`src/rtl/high_bit_assembler_pkg.sv`:
```
// rtl/high_bit_assembler_pkg.sv - shared index-width helper and state encoding for the bit-index path
package high_bit_assembler_pkg;

  // Shared with the encoder side so both ends agree on the state encoding.
  typedef enum logic {
    ST_ACCUM = 1'b0,
    ST_HOLD  = 1'b1
  } hba_state_e;

  // Width of a bit index for a word of the given width (at least one bit).
  function automatic int index_width(input int width);
    return (width < 2) ? 1 : $clog2(width);
  endfunction

endpackage

```
`src/rtl/high_bit_assembler.sv`:
```
// rtl/high_bit_assembler.sv - rebuilds a word from an MSB-first stream of set-bit indices
module high_bit_assembler
  import high_bit_assembler_pkg::*;
#(
  parameter int  INPUT_WIDTH = 16,
  localparam int INDEX_WIDTH = index_width(INPUT_WIDTH)
) (
  input  logic                   clk,
  input  logic                   rst,
  input  logic                   in_valid,
  output logic                   in_ready,
  input  logic [INDEX_WIDTH-1:0] in_index,
  input  logic                   in_null,
  input  logic                   in_last,
  output logic                   out_valid,
  input  logic                   out_ready,
  output logic [INPUT_WIDTH-1:0] out_data,
  output logic [INDEX_WIDTH:0]   out_count,
  output logic                   out_err
);

  localparam logic [INDEX_WIDTH:0] IDX_LIMIT = (INDEX_WIDTH + 1)'(INPUT_WIDTH);
  localparam logic [INDEX_WIDTH:0] CNT_ONE   = {{INDEX_WIDTH{1'b0}}, 1'b1};

  hba_state_e             state_q, state_d;
  logic                   first_q, first_d;
  logic [INPUT_WIDTH-1:0] acc_q, acc_d;
  logic [INDEX_WIDTH:0]   cnt_q, cnt_d;
  logic                   err_q, err_d;
  logic [INDEX_WIDTH-1:0] prev_q, prev_d;
  logic [INPUT_WIDTH-1:0] out_data_q, out_data_d;
  logic [INDEX_WIDTH:0]   out_count_q, out_count_d;
  logic                   out_err_q, out_err_d;

  // Accumulator state as it would look after applying the current beat.
  logic [INPUT_WIDTH-1:0] beat_acc;
  logic [INDEX_WIDTH:0]   beat_cnt;
  logic                   beat_err;
  logic [INDEX_WIDTH-1:0] beat_prev;
  logic                   beat_first;

  logic accept;
  logic consume;
  logic out_of_range;
  logic out_of_order;

  function automatic logic [INPUT_WIDTH-1:0] one_hot(input logic [INDEX_WIDTH-1:0] idx);
    return {{(INPUT_WIDTH-1){1'b0}}, 1'b1} << idx;
  endfunction

  assign out_valid    = (state_q == ST_HOLD);
  assign in_ready     = !out_valid || out_ready;
  assign accept       = in_valid && in_ready;
  assign consume      = out_valid && out_ready;
  // Zero-extend so the range test is meaningful for non-power-of-2 widths.
  assign out_of_range = ({1'b0, in_index} >= IDX_LIMIT);
  assign out_of_order = !first_q && (in_index >= prev_q);

  assign out_data  = out_data_q;
  assign out_count = out_count_q;
  assign out_err   = out_err_q;

  // Effect of one index beat; null beats and rejected indices leave the word untouched.
  always_comb begin
    beat_acc   = acc_q;
    beat_cnt   = cnt_q;
    beat_err   = err_q;
    beat_prev  = prev_q;
    beat_first = first_q;
    if (!in_null) begin
      if (out_of_range || out_of_order) begin
        beat_err = 1'b1;
      end else begin
        beat_acc   = acc_q | one_hot(in_index);
        beat_cnt   = cnt_q + CNT_ONE;
        beat_prev  = in_index;
        beat_first = 1'b0;
      end
    end
  end

  // Next state: the last beat publishes the word and clears the accumulator at once,
  // so a beat accepted in the consume cycle always starts a fresh word.
  always_comb begin
    state_d     = state_q;
    first_d     = first_q;
    acc_d       = acc_q;
    cnt_d       = cnt_q;
    err_d       = err_q;
    prev_d      = prev_q;
    out_data_d  = out_data_q;
    out_count_d = out_count_q;
    out_err_d   = out_err_q;
    if (accept && in_last) begin
      out_data_d  = beat_acc;
      out_count_d = beat_cnt;
      out_err_d   = beat_err;
      acc_d       = '0;
      cnt_d       = '0;
      err_d       = 1'b0;
      prev_d      = '0;
      first_d     = 1'b1;
      state_d     = ST_HOLD;
    end else begin
      if (accept) begin
        acc_d   = beat_acc;
        cnt_d   = beat_cnt;
        err_d   = beat_err;
        prev_d  = beat_prev;
        first_d = beat_first;
      end
      if (consume) begin
        state_d = ST_ACCUM;
      end
    end
  end

  // State and output registers; reset drops any partial word.
  always_ff @(posedge clk or posedge rst) begin
    if (rst) begin
      state_q     <= ST_ACCUM;
      first_q     <= 1'b1;
      acc_q       <= '0;
      cnt_q       <= '0;
      err_q       <= 1'b0;
      prev_q      <= '0;
      out_data_q  <= '0;
      out_count_q <= '0;
      out_err_q   <= 1'b0;
    end else begin
      state_q     <= state_d;
      first_q     <= first_d;
      acc_q       <= acc_d;
      cnt_q       <= cnt_d;
      err_q       <= err_d;
      prev_q      <= prev_d;
      out_data_q  <= out_data_d;
      out_count_q <= out_count_d;
      out_err_q   <= out_err_d;
    end
  end

endmodule

```
`config.mk`:
```
export PLATFORM = sky130hd
export DESIGN_NAME = high_bit_assembler
export DESIGN_NICKNAME = d
export VERILOG_FILES = /design/src/rtl/high_bit_assembler_pkg.sv /design/src/rtl/high_bit_assembler.sv
export SDC_FILE = /design/constraint.sdc
export NUM_CORES = 1
export LEC_CHECK = 0
export CELL_PAD_IN_SITES_DETAIL_PLACEMENT = 0
export CELL_PAD_IN_SITES_GLOBAL_PLACEMENT = 1
export CORE_MARGIN = 5
export CORE_UTILIZATION = 35
export DETAILED_ROUTE_END_ITERATION = 7
export PLACE_DENSITY_LB_ADDON = 0.15
export SLEW_MARGIN = 20
export SYNTH_ARGS = -nofsm -noshare
export SYNTH_HDL_FRONTEND = slang
export SYNTH_SLANG_ARGS = --single-unit
```
`constraint.sdc`:
```
create_clock -name clk -period 1.9 [get_ports clk]
set_clock_uncertainty 0.15 [all_clocks]
set_input_delay 0.285 -clock clk [delete_from_list [all_inputs] [get_ports clk]]
set_output_delay 0.285 -clock clk [all_outputs]
set_load 0.05 [all_outputs]
```
==> results_dict.tcl, run 1 <==
set metrics [dict create \
    cts_root_buf "clkbuf_8" \
    critical_path.max_fanout 4 \
    synth.avg_cell_area_um2 10.74 \
    syn-cell-area_mm2 0.002471 \
    pwr-share-clk 0.269 \
    p_per_area_mw_per_mm2 821.3 \
    crit_path_cell_trace "inv_2 > ha_4 > o211ai_4 > buf_6 > o211ai_1 > buf_4 > nand2_2 > a32o_1" \
    worst_pin_slew_ps 408.7 \
    vias 2000 \
    pwr-share-comb 0.305 \
    grt_util_all_layers 0.1550 \
    cp.required_ps 1950 \
    cts_tree "built" \
    cap_violations 0 \
    ys_async_sr_fraction 1.000 \
    p_leak_nw 1.604 \
    multi_input_area_mm2 0.001295 \
    dieHeight_um 94.03 \
    synth_fp_nets 245 \
    path_class "register to register" \
    holdWs_ps 124.8 \
    clockBufferDepth 2 \
    crit_path_top_delay_cell "dfrtp_1" \
    fin_crit_sh 1.006 \
    reg2reg_slack_ps -10 \
    die-area_mm2 0.008841 \
    reg2reg_depth 8 \
    cp-start-kind "register" \
    synth-xor-area-share 0 \
    crit_family "compound AO/OA/AOI/OAI gates" \
    syn_to_final_growth_pct 39.80 \
    synth_top_family_by_area "compound AO/OA/AOI/OAI gates" \
    grt_start_max_net_pins 20 \
    drtAntennaViolNets 0 \
    initial_core_util 0.3617 \
    r2r_start "prev_q[2]" \
    cts.sinks 50 \
    vdd_drop_max_mv 0.3108 \
    wirelength_um 6458 \
    totalPowerFinal_w 0.002837 \
    critPathMaxStageDelay_ps 380 \
    grt-ovfl-total 0 \
    synthTopCellsByArea "dfrtp_1 (50%), mux2i_1 (6.5%), a22o_1 (6.0%), o21ai_0 (3.4%), nand3_1 (2.8%)" \
    fp.dieW_um 94.03 \
    swShare 0.3314 \
    yosysTopAreaCellShare 0.4962 \
    pin_count 34 \
    grt_pass1_vias 2023 \
    ys_ff_latch 50 \
    seq_area_mm2 0.001252 \
    path_buf_inv 3 \
    place_inst 381 \
    p_sw_w 0.0009402 \
    place_hpwl_um 4606 \
    synth_top_flop_cell "dfrtp_1" \
    drc 0 \
    drt_iter0_drc 70 \
    fp.coreArea_mm2 0.006832 \
    antenna_found_initial 0 \
    yosysWarnings 0 \
    synth_fa_ha_area_frac 0.02532 \
    status "finished, violations left" \
    layout.cells.non_filler 392 \
    vias_per_cell 5.102 \
    cts-htree-levels 2 \
    cts_buffers 5 \
    synth_compound_area_frac 0.2223 \
    fillers 658 \
    hold_path_class "input pin to asynchronous set/reset pin" \
    maxSlewHeadroom 0.7262 \
    crit_arrival_ps 1970 \
    numPortBuffers 33 \
    p_int_w 0.001897 \
    synth-edff-count 0 \
    n_antenna_cell 0 \
    hold_violations 0 \
    rsz0062_at_grt "true" \
    drt-pass1-iter-count 4 \
    period_minus_slack_ps 1912 \
    yosys.area_share.simple 0.1296 \
    setup_viol 2 \
    hold_buffers 0 \
    postSynthCellCount 230 \
    wl_per_cell_um 16.47 \
    synthMuxAreaShare 0.06937 \
    fin_nets 310 \
    seqPwrFrac 0.426 \
    grt_pass1_wl_um 10590 \
    fmax_mhz 523.1 \
    yosysTopAreaCell "dfrtp_1" \
    violations "negative setup slack" \
    cp-end-kind "register" \
    gp_congestion 0.7859 \
    fin_ws_ps -11.62 \
    synth_cell_type_count 43 \
    rr_endpoint "cnt_q[3]" \
    synth.most_common_cell "dfrtp_1" \
    rows 30 \
    synth_top_cells_by_count "dfrtp_1 (49), nand2_1 (18), a22o_1 (17), o21ai_0 (17), mux2i_1 (16)" \
    slew_viol_final 0 \
    clkTransAtPathRegs_ps 100 \
    worstSkewPairLatency_ps 310 \
    drive_above_1_share 0.3615 \
    seq_area_frac_synth 0.5068 \
]
==> routing by layer <==
layer  track usage  part of all wire  vias to the layer above
met4       0.04934             0.015                        0
met2        0.2413              0.47                       33
met3       0.02724             0.029                        9
met1        0.2182              0.49                      964
met5             0                 0                        -
li1              -                 -                      994
==> sequential cells by signal, summed over array words and instances (netlist names) <==
name / count
acc_q: 16
cnt_q: 5
err_q: 1
first_q: 1
out_count: 5
out_data: 16
out_err: 1
out_valid: 1
prev_q: 4
==> power groups by stage <==
stage                     Clock (W)  Sequential, W  Combinational [W]
final                      0.000763        0.00121           0.000866
after CTS                  0.000781        0.00121           0.000824
after detailed placement          0        0.00123           0.000775
after floorplan                   0        0.00139           0.000310
after global placement            0        0.00123           0.000770
after global routing       0.000820        0.00122           0.000927
==> metrics by stage <==
stage                     setup TNS, ps  utilization  setup WS [ps]  area (µm²)
after global routing             -904.0       0.5057         -88.84        3455
after detailed placement         -20530       0.4612         -522.6        3151
after global placement           -19120       0.4612         -522.9        3151
after floorplan                  -17.68            -         -17.68        2505
after CTS                             0       0.4892          1.132        3342
final                            -22.81       0.5057         -11.62        3455
==> repair_timing <==
item	in CTS	in global routing
pin swaps	7	16
endpoints found under the hold margin	0	0
cloned	1	0
setup endpoints to repair	38	37
buffers inserted	1	1
resized for setup	16	31
==> layout make-up <==
cell class / count / area share
multi-input cells: 156 / 0.3749
flip-flops and latches: 50 / 0.3625
repair buffers: 72 / 0.1851
well taps: 96 / 0.03477
clock buffers: 6 / 0.02101
clock inverters: 2 / 0.01087
inverters: 10 / 0.01087
==> logic make-up after synthesis <==
family	after synthesis
compound gates	71
simple gates	62
flops	50
buf+inv	25
mux	17
fa+ha+maj	5
==> placed cells by master, fill, tap and decap left out, drive strengths merged, types with 3 or more instances in the layout <==
master,n
a31oi,6
a22o,17
buf,63
nand2,18
nor2,8
nand3,14
mux2i,16
clkbuf,6
o211ai,7
a21o,4
dlygate4sd2,4
o31ai,8
nor3,7
o21ai,17
clkdlybuf4s50,5
ha,5
a21oi,3
inv,10
dfrtp,49
==> worst max path at each step <==
stage / slack, ps / end / depth (start not counted) / startpoint
after floorplan: -20 / cnt_q[0] / 7 / in_index[0]
after global placement: -520 / cnt_q[0] / 7 / in_index[0]
after detailed placement: -520 / cnt_q[0] / 7 / in_index[0]
after CTS: 1 / cnt_q[3] / 8 / prev_q[2]
after global routing: -90 / cnt_q[3] / 8 / prev_q[2]
final: -10 / cnt_q[3] / 8 / prev_q[2]
No activity file was read; power rests on OpenSTA's default activity.
==> run 2: changes to the inputs <==
- ABC_AREA: unset -> 1
==> run 2 against run 1 <==
  * The run now ends clean
  * Global-route usage decreased by 1.2 points
  * Final area decreased by 8.1%
  * Critical path depth increased by 3
  * Die area increased by 1.4%
  * Power decreased by 8.2%
  * Maximum frequency increased by 5.2%
  * Critical path type is now input pin to register
  * Highest routed layer unchanged
==> results_dict.tcl, run 2 <==
set metrics [dict create \
    status "complete, no violations" \
    synth.avg_cell_area_um2 7.795 \
    setup_viol 0 \
    critical_path.max_fanout 6 \
    grt_busiest_layer "met2" \
    fin_ws_ps 82.93 \
    fin_nets 383 \
    rows 30 \
    synth.most_common_cell "nand2_1" \
    wirelength_um 5770 \
    met1_usage 0.1888 \
    initial_core_util 0.3654 \
    fin_crit_sh 0.9564 \
    multi_input_area_mm2 0.001097 \
    mostFrequentLayoutCells "nand2_1 (108), dfrtp_1 (49), nand3_1 (41), buf_4 (37), inv_1 (34)" \
    yosysTopAreaCellShare 0.4885 \
    worstSkewPairLatency_ps 310 \
    pin_count 34 \
    syn_to_final_growth_pct 26.47 \
    slew_viol_final 0 \
    ys_async_sr_fraction 1.000 \
    cp-end-kind "register" \
    fillers 684 \
    p_leak_nw 1.686 \
    antenna_found_initial 0 \
    synth_top_cells_by_count "nand2_1 (108), dfrtp_1 (49), nand3_1 (41), inv_1 (35), nor2_1 (19)" \
    vias 2094 \
    maxSlewHeadroom 0.8138 \
    yosysWarnings 0 \
    yosysTopAreaCell "dfrtp_1" \
    final_area_mm2 0.003174 \
    cp-start-kind "input pin" \
    grt_util_all_layers 0.1430 \
    crit_arrival_ps 1870 \
    seq_area_frac_synth 0.4990 \
    vias_per_cell 4.503 \
    grt-ovfl-total 0 \
    reg2reg_slack_ps 110 \
    post_dp_cell_area_mm2 0.003020 \
    use_met2 0.2384 \
    post-route-util 0.4621 \
    reg2reg_depth 11 \
    path_class "input pin to register" \
    gp_congestion 0.8023 \
    vdd_drop_max_mv 0.5668 \
    layout_commonest_cell "nand2_1" \
    drt-pass1-iter-count 4 \
    p_per_area_mw_per_mm2 820.5 \
    hold_violations 0 \
    grt_pass1_wl_um 10140 \
    cp.required_ps 1950 \
    hold_path_class "input pin to asynchronous set/reset pin" \
    dieHeight_um 94.68 \
    drtAntennaViolNets 0 \
    postSynthCellCount 322 \
    fmax_mhz 550.3 \
    synth_cell_type_count 24 \
    syn-cell-area_mm2 0.002510 \
    drt_iter0_drc 100 \
    cts.sinks 50 \
    wl_per_cell_um 12.41 \
    synth_top_flop_cell "dfrtp_1" \
    ys_ff_latch 50 \
    seq_area_mm2 0.001252 \
    r2r_start "prev_q[1]" \
    dp_slack_ps -277.9 \
    clockBufferDepth 2 \
    cts_tree "built" \
    clkTransAtPathRegs_ps 110 \
    grt_pass1_vias 2118 \
    drc 0 \
    grt_start_max_net_pins 51 \
    fp.dieW_um 94.68 \
    cts-htree-levels 2 \
    place_hpwl_um 4037 \
    rsz0062_at_grt "true" \
    cts_root_buf "clkbuf_8" \
    cap_violations 0 \
    synthTopCellsByArea "dfrtp_1 (49%), nand2_1 (16%), nand3_1 (8.2%), inv_1 (5.2%), a21oi_1 (3.0%)" \
    synth-edff-count 0 \
    synth_fp_nets 337 \
    numPortBuffers 33 \
    fp.coreArea_mm2 0.006869 \
    rr_endpoint "out_count[3]" \
    grtUsageMet3 0.02789 \
    drive_above_1_share 0.1843 \
    worst_pin_slew_ps 278.6 \
    cts_buffers 5 \
    die-area_mm2 0.008964 \
    tns_ps 0 \
    period_minus_slack_ps 1817 \
    n_antenna_cell 0 \
]
run 2: cell count changes after synthesis, moves of 11 or more:
| cell | previous run | this run |
|---|---|---|
| nand2_1 | 18 | 108 |
| a21oi_1 | 2 | 15 |
| a22o_1 | 17 | 0 |
| nand3_1 | 14 | 41 |
| inv_1 | 10 | 35 |
| nor2_1 | 8 | 19 |
| mux2i_1 | 16 | 0 |
run 2: critical path: stages:
cell	delay, ps
clkdlybuf4s50_1	530
ha_4	220
nand2_1	60
nand2_1	50
nand2_1	70
nand3_2	110
nand2_4	140
buf_4	150
nand3_1	80
nand3_1	110
nand2_1	50
run 2: worst max-delay path by stage:
stage | startpoint | cells past startpoint | slack, ps | endpoint
detailed placement | in_index[1] | 12 | -280 | prev_q[1]
global route | in_index[1] | 12 | -20 | out_data[3]
floorplan | out_valid | 7 | 80 | acc_q[0]
global placement | in_index[1] | 12 | -250 | prev_q[2]
finish | in_index[1] | 11 | 80 | out_count[3]
CTS | in_index[1] | 12 | 70 | prev_q[1]
run 2: where the power goes:
group / switching, W / internal (W) / leakage (nW)
logic: 0.000471 / 0.000275 / 0.965
registers: 0.0000513 / 0.00115 / 0.677
clock network: 0.000394 / 0.000267 / 0.0447
total: 0.000915 / 0.00169 / 1.69
run 2: what timing repair did:
item	CTS	global route
hold buffers	0	0
buffers inserted	0	1
gates resized for setup	0	6
endpoints found under the hold margin	0	0
setup endpoints to repair	0	7
run 2: cell families (layout without fill, tap and decap cells):
group           count (synthesis)  count (layout)  synth area share
simple gates                  181             181            0.3136
buf+inv                        50              97           0.08475
flops                          50              50            0.4990
compound gates                 35              35           0.07428
fa+ha+maj                       5               5           0.02493
xor+xnor                        1               1          0.003490
run 2: area by class of cell:
type / instances / share of cell area
Clock buffer: 5 / 0.02168
Clock inverter: 3 / 0.007883
Inverter: 38 / 0.04494
Multi-Input combinational cell: 222 / 0.3457
Sequential cell: 50 / 0.3946
Tap cell: 96 / 0.03784
Timing Repair Buffer: 51 / 0.1474
run 2: layer usage:
metal  share of wire  routed length (µm)
met5               0                   0
met4           0.011                  62
met3           0.026                 150
met2            0.50                2868
met1            0.47                2689
run 2: stage by stage:
stage | instances | total power [W] | hold WS, ps
2_1_floorplan | 322 | 0.001691 | 279.5
3_3_place_gp | 456 | 0.001939 | 306.6
3_5_place_dp | 456 | 0.001943 | 308.2
4_1_cts | 464 | 0.002618 | 171.2
5_1_grt | 465 | 0.002763 | 182.4
6_report | 465 | 0.002605 | 167.8
==> variant: new RTL, settings of run 1 <==
Reset style: synchronous (`rst`), changed in one clocked block.
--- a/src/rtl/high_bit_assembler.sv
+++ b/src/rtl/high_bit_assembler.sv
@@ -116,7 +116,7 @@
   end
 
   // State and output registers; reset drops any partial word.
-  always_ff @(posedge clk or posedge rst) begin
+  always_ff @(posedge clk) begin
     if (rst) begin
       state_q     <= ST_ACCUM;
       first_q     <= 1'b1;
Check against the original RTL: differs if rst is asserted again (counterexample within 4 cycles, from zero or initial values and one cycle with rst high); with rst held inactive, the same outputs for 4 cycles.
==> variant against run 1 <==
- cell area is 4.3% lower
- synthesized area is 7.4% lower
- wire length is 1.3% higher
- sequential power is 11% lower
- core utilization is 1.5 points higher
- setup slack better by 24 ps
- sequential cell count stayed put
- global-route usage is 0.52 points higher
- count of clock-buffer cells in the layout is 1 lower
- first-iteration DRC count is 59% higher
- power is 22% lower
- die area is 6.7% lower
- hold slack better by 180 ps
- critical endpoint is now out_count[0]
==> variant: results (changes against run 1) <==
status=completed; reg2reg setup slack=10 ps (+20 ps); 1st-iter DRT viols=111 (+59%); Net count, final=326 (+5.2%); TritonRoute pass-1 iters=4 (unchanged); CTS Buf Count=5 (unchanged); Max H-tree Level=2 (unchanged); hpwl dp=4.50 mm (-2.2%); layout cells sized above 1=39.7% (+3.6 points); CP delay by family, top=compound AO/OA/AOI/OAI gates; Slew headroom=75.6% (+3.0 points); drt total wl=6.54 mm (+1.3%); Synth Area in Compound Gates=25.7% (+3.4 points); syn nets=251 (+2.4%); first-pass GRT wire length=10.8 mm (+1.9%); RR Endpoint=out_count[0]; Clock transition at path regs=100 ps (about the same); R2R Path Start=prev_q[3]; Hold/Removal Path Class=reg2reg; clk_lat worst skew=310 ps (about the same); Leak=1.27 nW (-21%); Worst EP arrival=1960 ps; VDD IR max=0.000319 V (+2.7%); DP Area=2950 um^2 (-6.4%); post-synthesis mux area share=8.32% (+1.4 points); ys async rst share=0% (-100 points); Filler cells=594 (-9.7%); Area contributors post-synth=dfxtp_1, mux2i_1, o211ai_1, o22ai_1, nand2_1; Synth cell types=45 (+4.7%); Vias/cell=5.28 (+3.4%); largest net degree at the start of global routing=29 (+45%); total track usage=16.0% (+0.52 points); Slowest-stage cell, CP=a211oi_4; Commonest cells post-synth=dfxtp_1, nand2_1, mux2i_1, o21ai_0, o22ai_1; Root Buffer=clkbuf_8; Hold Path End=acc_q[11]; port bufs=33 (unchanged); Register-to-Register Path Depth=7 (-1); CP max FO=4 (unchanged); post-synthesis sequential area ratio=43.8% (-6.9 points); GPL Wtd Cong=0.831 (+5.7%); yosys warns=0 (unchanged); CTS Buffer Depth=2 (unchanged); hold_sp=acc_q[11]; initial antenna violation count=0 (unchanged); Synth Area in Adders=2.74% (+0.20 points); vias in the first global route=2040 (+0.84%); Slowest Stage Delay on Critical Path=360 ps (-20 ps); Final Max Tran Viols=0 (unchanged)
==> variant: changes by cell type after synthesis, sizes merged, moves of 6 or more <==
| cell | before | now |
|---|---|---|
| o211ai | 7 | 19 |
| a22o | 17 | 0 |
| nand3 | 14 | 6 |
| o31ai | 8 | 0 |
| o22ai | 0 | 16 |
| nor3 | 7 | 1 |
| dfrtp | 49 | 0 |
| dfxtp | 0 | 50 |
| o21ai | 17 | 23 |
==> variant: where the power goes <==
part	total (mW)	internal, mW	switching [mW]
Sequential	1.08	1.07	0.0129
Clock	0.658	0.267	0.391
Combinational	0.462	0.207	0.256
==> variant: metal layers <==
layer	wire (um)	track usage, %	vias up
li1	-	-	1035
met1	3170	22.4	968
met2	3070	24.6	42
met3	231	3.67	7
met4	70	4.52	0
met5	0	0	-
==> variant: worst register-to-register path, stage by stage, from the launching register on <==
cell,delay [ps]
dfxtp_2,340
inv_2,40
ha_4,230
a211oi_4,360
o21ai_4,110
buf_4,160
a21o_1,160
a311oi_2,240
==> variant: area by class of cell <==
| class | count | area (um^2) | share of cell area (%) |
|---|---|---|---|
| repair buffers | 80 | 721 | 21.8 |
| flip-flops and latches | 50 | 1010 | 30.4 |
| inverters | 5 | 18.8 | 0.568 |
| multi-input cells | 169 | 1370 | 41.4 |
| well taps | 77 | 96.3 | 2.92 |
| clock buffers | 5 | 68.8 | 2.08 |
| clock inverters | 3 | 25.0 | 0.757 |
==> variant: worst max-delay path by stage <==
stage | startpoint | end
3_3_place_gp | in_index[0] | out_data[7]
3_5_place_dp | in_index[0] | out_data[1]
6_report | prev_q[3] | out_count[0]
5_1_grt | prev_q[3] | out_count[0]
4_1_cts | in_index[2] | out_count[3]
2_1_floorplan | prev_q[3] | out_data[0]
==> variant: repair_timing <==
item	in CTS	in global routing
pin swaps	8	15
resized for setup	17	32
setup endpoints to repair	47	45
gates cloned	1	1
setup buffers	2	1
==> variant: logic make-up (layout without fill, tap and decap cells) <==
family,count (synthesis),count (layout)
compound gates,83,84
fa+ha+maj,5,5
buf+inv,18,93
flops,50,50
mux,19,19
simple gates,61,61
==> variant: stage by stage <==
step                      total power [mW]  setup WS (ps)  std cells  utilization, %  hold WS (ps)
after floorplan                       1.32            101        236               -           275
after global placement                1.51           -473        376            46.4           286
after detailed placement              1.51           -508        376            46.4           295
after CTS                             2.19          0.639        387            49.5           309
after global routing                  2.31          -41.9        389            52.0           338
final                                 2.20           11.9        389            52.0           303
